$ cat src/rtl/abc_pkt_arb.sv
// abc_pkt_arb: packet-atomic 8:1 arbiter for the ABC output channel.
// Picks one packet at a time: strict QoS first, round-robin inside each class,
// with a burst limit so a waiting low-QoS requester is not starved forever.
// Packets longer than MAX_PKT_LEN are cut (eop forced) and their tail drained.
//
// Handshake: a channel's head word is consumed on a rising edge where both
// ch_vld[i] and ch_pop[i] are 1; ch_pop is combinational from the current head
// and state. The output side has no backpressure: each cycle with data_vld=1
// carries exactly one word.
module abc_pkt_arb #(
  parameter int NCH          = 8,
  parameter int DW           = 8,
  parameter int MAX_HI_BURST = 4,
  parameter int MAX_PKT_LEN  = 64
) (
  input  logic                     clk,
  input  logic                     rst_n,
  input  logic [NCH-1:0]           ch_vld,
  input  logic [NCH*DW-1:0]        ch_data,
  input  logic [NCH-1:0]           ch_sop,
  input  logic [NCH-1:0]           ch_eop,
  input  logic [NCH-1:0]           ch_qos,
  output logic [NCH-1:0]           ch_pop,
  output logic [DW-1:0]            data_out,
  output logic                     sop_out,
  output logic                     eop_out,
  output logic                     qos_out,
  output logic [$clog2(NCH)-1:0]   id_out,
  output logic                     data_vld,
  output logic                     pkg_cnt_incr,
  output logic                     err_orphan,
  output logic                     err_trunc,
  output logic [NCH-1:0]           gnt,
  output logic [1:0]               state_dbg
);

  localparam int IDW = $clog2(NCH);
  localparam int PLW = $clog2(MAX_PKT_LEN + 1);
  localparam int HBW = $clog2(MAX_HI_BURST + 1);

  typedef enum logic [1:0] {
    IDLE  = 2'd0,
    XFER  = 2'd1,
    DRAIN = 2'd2
  } state_t;

  state_t           state;
  logic [IDW-1:0]   hi_ptr;
  logic [IDW-1:0]   lo_ptr;
  logic [HBW-1:0]   hi_burst_cnt;
  logic [PLW-1:0]   pkt_len;
  logic [IDW-1:0]   cur_id;
  logic             cur_qos;

  logic [NCH-1:0]   req;
  logic [NCH-1:0]   orphan;
  logic [NCH-1:0]   hi_req;
  logic [NCH-1:0]   lo_req;
  logic             pick_hi;
  logic [NCH-1:0]   cls_req;
  logic [IDW-1:0]   cls_ptr;
  logic [IDW-1:0]   win_id;
  logic             win_found;
  logic [IDW-1:0]   nxt_ptr;
  logic [IDW:0]     rr_sum;
  logic [DW-1:0]    w_data;
  logic             w_eop;
  logic             w_vld;

  assign state_dbg = state;

  assign req     = ch_vld & ch_sop;
  assign orphan  = ch_vld & ~ch_sop;
  assign hi_req  = req & ch_qos;
  assign lo_req  = req & ~ch_qos;
  // High class wins unless low requesters have waited through a full burst.
  assign pick_hi = (|hi_req) && (!(|lo_req) || (hi_burst_cnt < HBW'(MAX_HI_BURST)));
  assign cls_req = pick_hi ? hi_req : lo_req;
  assign cls_ptr = pick_hi ? hi_ptr : lo_ptr;
  assign nxt_ptr = (win_id == IDW'(NCH - 1)) ? '0 : win_id + IDW'(1);
  assign w_vld   = |(gnt & ch_vld);

  // Round-robin search: first requester at or after the class pointer, wrapping.
  always_comb begin
    win_id    = '0;
    win_found = 1'b0;
    rr_sum    = '0;
    for (int k = 0; k < NCH; k++) begin
      rr_sum = {1'b0, cls_ptr} + (IDW+1)'(k);
      if (rr_sum >= (IDW+1)'(NCH)) rr_sum = rr_sum - (IDW+1)'(NCH);
      if (!win_found && cls_req[rr_sum[IDW-1:0]]) begin
        win_found = 1'b1;
        win_id    = rr_sum[IDW-1:0];
      end
    end
  end

  // Head-word mux for the granted channel.
  always_comb begin
    w_data = '0;
    w_eop  = 1'b0;
    for (int i = 0; i < NCH; i++) begin
      if (cur_id == IDW'(i)) begin
        w_data = ch_data[i*DW +: DW];
        w_eop  = ch_eop[i];
      end
    end
  end

  // Pop strobes: flush orphans while idle, drain the winner otherwise; silent in reset.
  always_comb begin
    ch_pop = '0;
    if (rst_n) begin
      case (state)
        IDLE:        ch_pop = orphan;
        XFER, DRAIN: ch_pop = gnt & ch_vld;
        default:     ch_pop = '0;
      endcase
    end
  end

  // Arbitration FSM with registered output word, grant and pulses.
  always_ff @(posedge clk or negedge rst_n) begin
    if (!rst_n) begin
      state        <= IDLE;
      gnt          <= '0;
      hi_ptr       <= '0;
      lo_ptr       <= '0;
      hi_burst_cnt <= '0;
      pkt_len      <= '0;
      cur_id       <= '0;
      cur_qos      <= 1'b0;
      data_out     <= '0;
      sop_out      <= 1'b0;
      eop_out      <= 1'b0;
      qos_out      <= 1'b0;
      id_out       <= '0;
      data_vld     <= 1'b0;
      pkg_cnt_incr <= 1'b0;
      err_orphan   <= 1'b0;
      err_trunc    <= 1'b0;
    end else begin
      data_vld     <= 1'b0;
      sop_out      <= 1'b0;
      eop_out      <= 1'b0;
      pkg_cnt_incr <= 1'b0;
      err_orphan   <= 1'b0;
      err_trunc    <= 1'b0;
      case (state)
        IDLE: begin
          err_orphan <= |orphan;
          if (|req) begin
            gnt     <= {{(NCH-1){1'b0}}, 1'b1} << win_id;
            cur_id  <= win_id;
            cur_qos <= pick_hi;
            pkt_len <= '0;
            state   <= XFER;
            if (pick_hi) begin
              hi_ptr <= nxt_ptr;
              if (|lo_req) begin
                if (hi_burst_cnt != HBW'(MAX_HI_BURST))
                  hi_burst_cnt <= hi_burst_cnt + HBW'(1);
              end else begin
                hi_burst_cnt <= '0;
              end
            end else begin
              lo_ptr       <= nxt_ptr;
              hi_burst_cnt <= '0;
            end
          end
        end
        XFER: begin
          if (w_vld) begin
            data_out <= w_data;
            data_vld <= 1'b1;
            sop_out  <= (pkt_len == '0);
            id_out   <= cur_id;
            qos_out  <= cur_qos;
            if (w_eop) begin
              eop_out      <= 1'b1;
              pkg_cnt_incr <= 1'b1;
              pkt_len      <= '0;
              gnt          <= '0;
              state        <= IDLE;
            end else if (pkt_len == PLW'(MAX_PKT_LEN - 1)) begin
              eop_out      <= 1'b1;
              pkg_cnt_incr <= 1'b1;
              err_trunc    <= 1'b1;
              pkt_len      <= '0;
              state        <= DRAIN;
            end else begin
              pkt_len <= pkt_len + PLW'(1);
            end
          end
        end
        DRAIN: begin
          if (w_vld && w_eop) begin
            gnt   <= '0;
            state <= IDLE;
          end
        end
        default: begin
          gnt   <= '0;
          state <= IDLE;
        end
      endcase
    end
  end

endmodule

$ cat config.mk
export PLATFORM = sky130hd
export DESIGN_NAME = abc_pkt_arb
export DESIGN_NICKNAME = d
export VERILOG_FILES = /design/src/rtl/abc_pkt_arb.sv
export SDC_FILE = /design/constraint.sdc
export NUM_CORES = 1
export LEC_CHECK = 0
export BUFFER_PORTS_ARGS = -buffer_cell sky130_fd_sc_hd__buf_4
export CAP_MARGIN = 20
export CORE_ASPECT_RATIO = 0.6
export CORE_UTILIZATION = 58
export CTS_BUF_LIST = sky130_fd_sc_hd__clkbuf_4 sky130_fd_sc_hd__clkbuf_8
export DETAILED_ROUTE_END_ITERATION = 16
export PLACE_DENSITY = 0.86
export SYNTH_ARGS = -nofsm -noshare
export SYNTH_HDL_FRONTEND = slang
export SYNTH_SLANG_ARGS = --single-unit
$ cat constraint.sdc
create_clock -name clk -period 10.6 [get_ports clk]
set_input_delay 1.59 -clock clk [delete_from_list [all_inputs] [get_ports clk]]
set_output_delay 1.59 -clock clk [all_outputs]
set_load 0.02 [all_outputs]
==> results_tabular.tex <==
\begin{tabular}{lr}
\hline
Metric & Value \\
\hline
\multicolumn{2}{l}{\textbf{Setup path}} \\
Crit Path Category & input pin to register \\
Data required, critical path & 10.79 ns \\
Highest cell delay on the worst timing path & 0.85 ns \\
Arrival time worst endpoint & 6.70 ns \\
Maximum fanout along the worst path & 13 \\
CP startpoint kind & input pin \\
Master of the slowest instance on the critical path & sky130\_fd\_sc\_hd\_\_o211ai\_1 \\
Kind of capture point of the worst setup path & register \\
Count of buffering cells on the critical path with inverters included & 3 \\
Ordered cell list for the critical path & buf\_4 > nand3b\_1 > nand4\_2 > o21a\_4 > o211ai\_1 > inv\_2 > ha\_1 > nor3\_1 > a2111oi\_0 > a311oi\_1 > nor3\_2 > o211ai\_1 > a21oi\_4 > inv\_1 > ha\_1 > nand2\_1 > nor2\_1 > a32o\_1 \\
Top Family by Delay on Critical Path & compound AO/OA/AOI/OAI gates \\
\multicolumn{2}{l}{\textbf{Clock tree}} \\
Worst-Skew Late Latency & 0.31 ns \\
Clk pin slew, worst setup/hold paths & 0.09 ns \\
Clock tree from TritonCTS & built \\
Library cell used as clock root buffer & sky130\_fd\_sc\_hd\_\_clkbuf\_8 \\
Number of buffers inserted by post-CTS setup repair & 0 \\
Post-cts gate resize count & 0 \\
Number of buffers created by CTS & 5 \\
Count of clock tree sinks & 47 \\
CTS Hold Buffers Added & 0 \\
Depth of the CTS H-tree & 2 \\
Clock Tree Buf Depth & 2 \\
\multicolumn{2}{l}{\textbf{Place}} \\
Routability Congestion & 1.082 \\
Total cell area at the placement stage & 0.005448 sq mm \\
Worst slack after detailed placement & 4.007 ns \\
Placed instance count & 706 \\
HPWL after detailed placement & 12,440 um \\
Number of port buffers & 133 \\
\multicolumn{2}{l}{\textbf{Hold path}} \\
Worst hold-check path type & register to register \\
\multicolumn{2}{l}{\textbf{Timing}} \\
Relative slew margins & 30.02\% \\
Largest clock skew in the final design & 0.01401 ns \\
Final hold slack & 0.4853 ns \\
Final-report setup violation count & 0 \\
Hold violation total from the final report & 0 \\
Slew at the pin closest to its max-slew limit & 1.045 ns \\
Total negative setup slack & 0 ns \\
Period utilisation layout & 61.40\% \\
Max-slew violations & 0 \\
Setup repair after global routing missed its margin & no \\
PnR worst setup slack & 4.091 ns \\
Crit path time final & 6.509 ns \\
Maximum clock rate & 0.1536 GHz \\
\multicolumn{2}{l}{\textbf{Logic synthesis}} \\
Asr flop ratio synth & 100.0\% \\
Primary FF master, synth & sky130\_fd\_sc\_hd\_\_dfrtp\_1 \\
Synth Cell Area & 0.004428 sq mm \\
Gate Count Post-Synth & 495 \\
Net count after synthesis & 608 \\
Cell taking the most area after synthesis & sky130\_fd\_sc\_hd\_\_dfrtp\_1 \\
Synth Area per Inst & 8.945 sq um \\
Number of warnings printed during yosys synthesis & 0 \\
Count of different cell masters after synthesis & 73 \\
Library cell with the highest instance count after synthesis & sky130\_fd\_sc\_hd\_\_nand2\_1 \\
Post-synth top cells & 62 x sky130\_fd\_sc\_hd\_\_nand2\_1, 47 x sky130\_fd\_sc\_hd\_\_dfrtp\_1, 30 x sky130\_fd\_sc\_hd\_\_inv\_1, 28 x sky130\_fd\_sc\_hd\_\_o21ai\_0, 24 x sky130\_fd\_sc\_hd\_\_nor2\_1 \\
Sequential share of the synthesized area & 26.56\% \\
Top area cells in the synthesized netlist & sky130\_fd\_sc\_hd\_\_dfrtp\_1 27\%, sky130\_fd\_sc\_hd\_\_mux4\_2 10\%, sky130\_fd\_sc\_hd\_\_nand2\_1 5.3\% \\
Fraction of synthesized cell area taken by the top area cell type & 26.56\% \\
Number of synthesized flops with an enable pin & 0 \\
Synthesis-stage register bit count & 47 \\
\multicolumn{2}{l}{\textbf{Global route}} \\
Global-route wire length before repair & 24,650 um \\
Vias in the first global route & 4,575 \\
Aggregate global-route resource usage & 40.05\% \\
GR Overflow Total & 0 \\
Number of antenna violations at the first check in global routing & 0 \\
Largest net degree at the start of global routing & 49 \\
\multicolumn{2}{l}{\textbf{Power and ir drop}} \\
Combinational group share of total power & 48.6\% \\
Clk network pwr share & 24.0\% \\
Leakage power figure & 2.545 nW \\
Pint & 406.5 uW \\
IR Drop Worst-Case VDD & 0.00009586 V \\
Switching component of the power & 280.3 uW \\
Proportion of total power due to net switching & 40.82\% \\
Part of the power in registers & 27.4\% \\
Total power draw & 686.8 uW \\
Power per Cell Area & 122.9 mW/mm\^{}2 \\
\multicolumn{2}{l}{\textbf{Die}} \\
Row Count & 24 \\
Initial core utilization & 60.43\% \\
DIE HEIGHT & 69.68 um \\
IO Count & 134 \\
Die area & 0.007999 sq mm \\
Placeable Area & 0.007327 sq mm \\
Die Wd & 114.8 um \\
\multicolumn{2}{l}{\textbf{Layout}} \\
Finished Core Util & 76.26\% \\
Total number of nets in the final design & 722 \\
Final standard cell area without fillers & 0.005588 sq mm \\
Final cell count without fillers & 714 \\
Layout area overhead & 26.19\% \\
Layout cells sized above 1 & 32.62\% \\
Number of antenna cells inserted & 0 \\
\multicolumn{2}{l}{\textbf{Route}} \\
Routed length per instance & 22.23 um \\
Count of routing violations after the opening detailed-route iteration & 593 \\
Number of DRC violations after detailed routing & 0 \\
Vias per std cell & 6.894 \\
Total length of routed wires & 15,870 um \\
Antenna viol nets, final & 0 \\
Via count of the routed design & 4,922 \\
First drt pass iteration count & 6 \\
\multicolumn{2}{l}{\textbf{Status}} \\
Result of the run & completed \\
\multicolumn{2}{l}{\textbf{Run}} \\
Max\_cap viols & 0 \\
\hline
\end{tabular}
[sequential cells by signal (all words and copies together) (netlist names), 3 cells and up]
| name | flops |
|---|---|
| id_out | 3 |
| hi_ptr | 3 |
| pkt_len | 7 |
| gnt | 8 |
| data_out | 8 |
| hi_burst_cnt | 3 |
| lo_ptr | 3 |
| cur_id | 3 |
[worst register-to-register path, stage by stage, from the launching register on]
cell	delay, ns
sky130_fd_sc_hd__dfrtp_1	0.53
sky130_fd_sc_hd__o21a_4	0.24
sky130_fd_sc_hd__o211ai_1	0.85
sky130_fd_sc_hd__inv_2	0.21
sky130_fd_sc_hd__ha_1	0.60
sky130_fd_sc_hd__nor3_1	0.15
sky130_fd_sc_hd__a2111oi_0	0.47
sky130_fd_sc_hd__a311oi_1	0.13
sky130_fd_sc_hd__nor3_2	0.44
sky130_fd_sc_hd__o211ai_1	0.24
sky130_fd_sc_hd__a21oi_4	0.31
sky130_fd_sc_hd__inv_1	0.12
sky130_fd_sc_hd__ha_1	0.21
sky130_fd_sc_hd__nand2_1	0.08
sky130_fd_sc_hd__nor2_1	0.09
sky130_fd_sc_hd__a32o_1	0.30
[cell type report]
class                           instances  area, sq um
Sequential cell                        47         1176
Tap cell                              104        130.1
Fill cell                             528         1739
Clock buffer                            5        68.82
Inverter                               32        120.1
Timing Repair Buffer                  134         1006
Clock inverter                          3        71.32
Multi-Input combinational cell        389         3015
[power by group through the flow]
| stage | sequential (mW) | combinational, mW | clock, mW |
|---|---|---|---|
| after floorplan | 0.188 | 0.220 | 0 |
| after CTS | 0.188 | 0.317 | 0.163 |
| after global routing | 0.189 | 0.356 | 0.172 |
| after detailed placement | 0.192 | 0.314 | 0 |
| after global placement | 0.192 | 0.302 | 0 |
| final | 0.189 | 0.334 | 0.165 |
[kinds of logic (layout without fill, tap and decap cells)]
logic type | count (synthesis) | count (layout) | synth area share [%]
and+or+nand+nor | 170 | 170 | 19.78
AOI/OAI and AO/OA | 139 | 139 | 23.17
muxes | 61 | 61 | 20.12
buffers and inverters | 59 | 174 | 5.341
DFF | 47 | 47 | 26.56
adders and majority gates | 15 | 15 | 4.238
xor gates and xnor gates | 4 | 4 | 0.7913
[metal layers]
metal | vias to the layer above | wire length, um | global-route usage (%)
li1 | 2110 | - | -
met2 | 437 | 6689 | 58.99
met5 | - | 0 | 0
met1 | 2327 | 6381 | 58.40
met3 | 48 | 2456 | 10.84
met4 | 0 | 342 | 9.524
[layout by cell type, fill, tap and decap left out, types with 7 or more instances in the layout]
cell type and instances:
sky130_fd_sc_hd__a21oi_1 18, sky130_fd_sc_hd__o211ai_1 13, sky130_fd_sc_hd__buf_4 134, sky130_fd_sc_hd__a22oi_1 21, sky130_fd_sc_hd__mux2i_1 23, sky130_fd_sc_hd__nor3b_1 7, sky130_fd_sc_hd__ha_1 15, sky130_fd_sc_hd__nand2b_1 8
sky130_fd_sc_hd__inv_1 30, sky130_fd_sc_hd__mux4_2 20, sky130_fd_sc_hd__nand3b_1 8, sky130_fd_sc_hd__nand3_1 19, sky130_fd_sc_hd__mux2_2 16, sky130_fd_sc_hd__nor3_1 8, sky130_fd_sc_hd__o21ai_0 28, sky130_fd_sc_hd__dfrtp_1 47
sky130_fd_sc_hd__nand2_1 62, sky130_fd_sc_hd__nor2_1 24
[path summary, 6_finish.rpt]
path / start / end / slack (ns) / cells after the start
min in group asynchronous: rst_n / pkt_len[0] / 1.27 / 1
setup / recovery: ch_vld[4] / gnt[2] / 4.09 / 18
hold reg to reg: id_out[0] / id_out[0] / 0.49 / 2
hold / removal: id_out[0] / id_out[0] / 0.49 / 2
setup reg to reg: hi_burst_cnt[2] / gnt[2] / 5.50 / 15
max in group asynchronous: rst_n / id_out[1] / 8.91 / 1
Power figures use the tool's default switching activity.
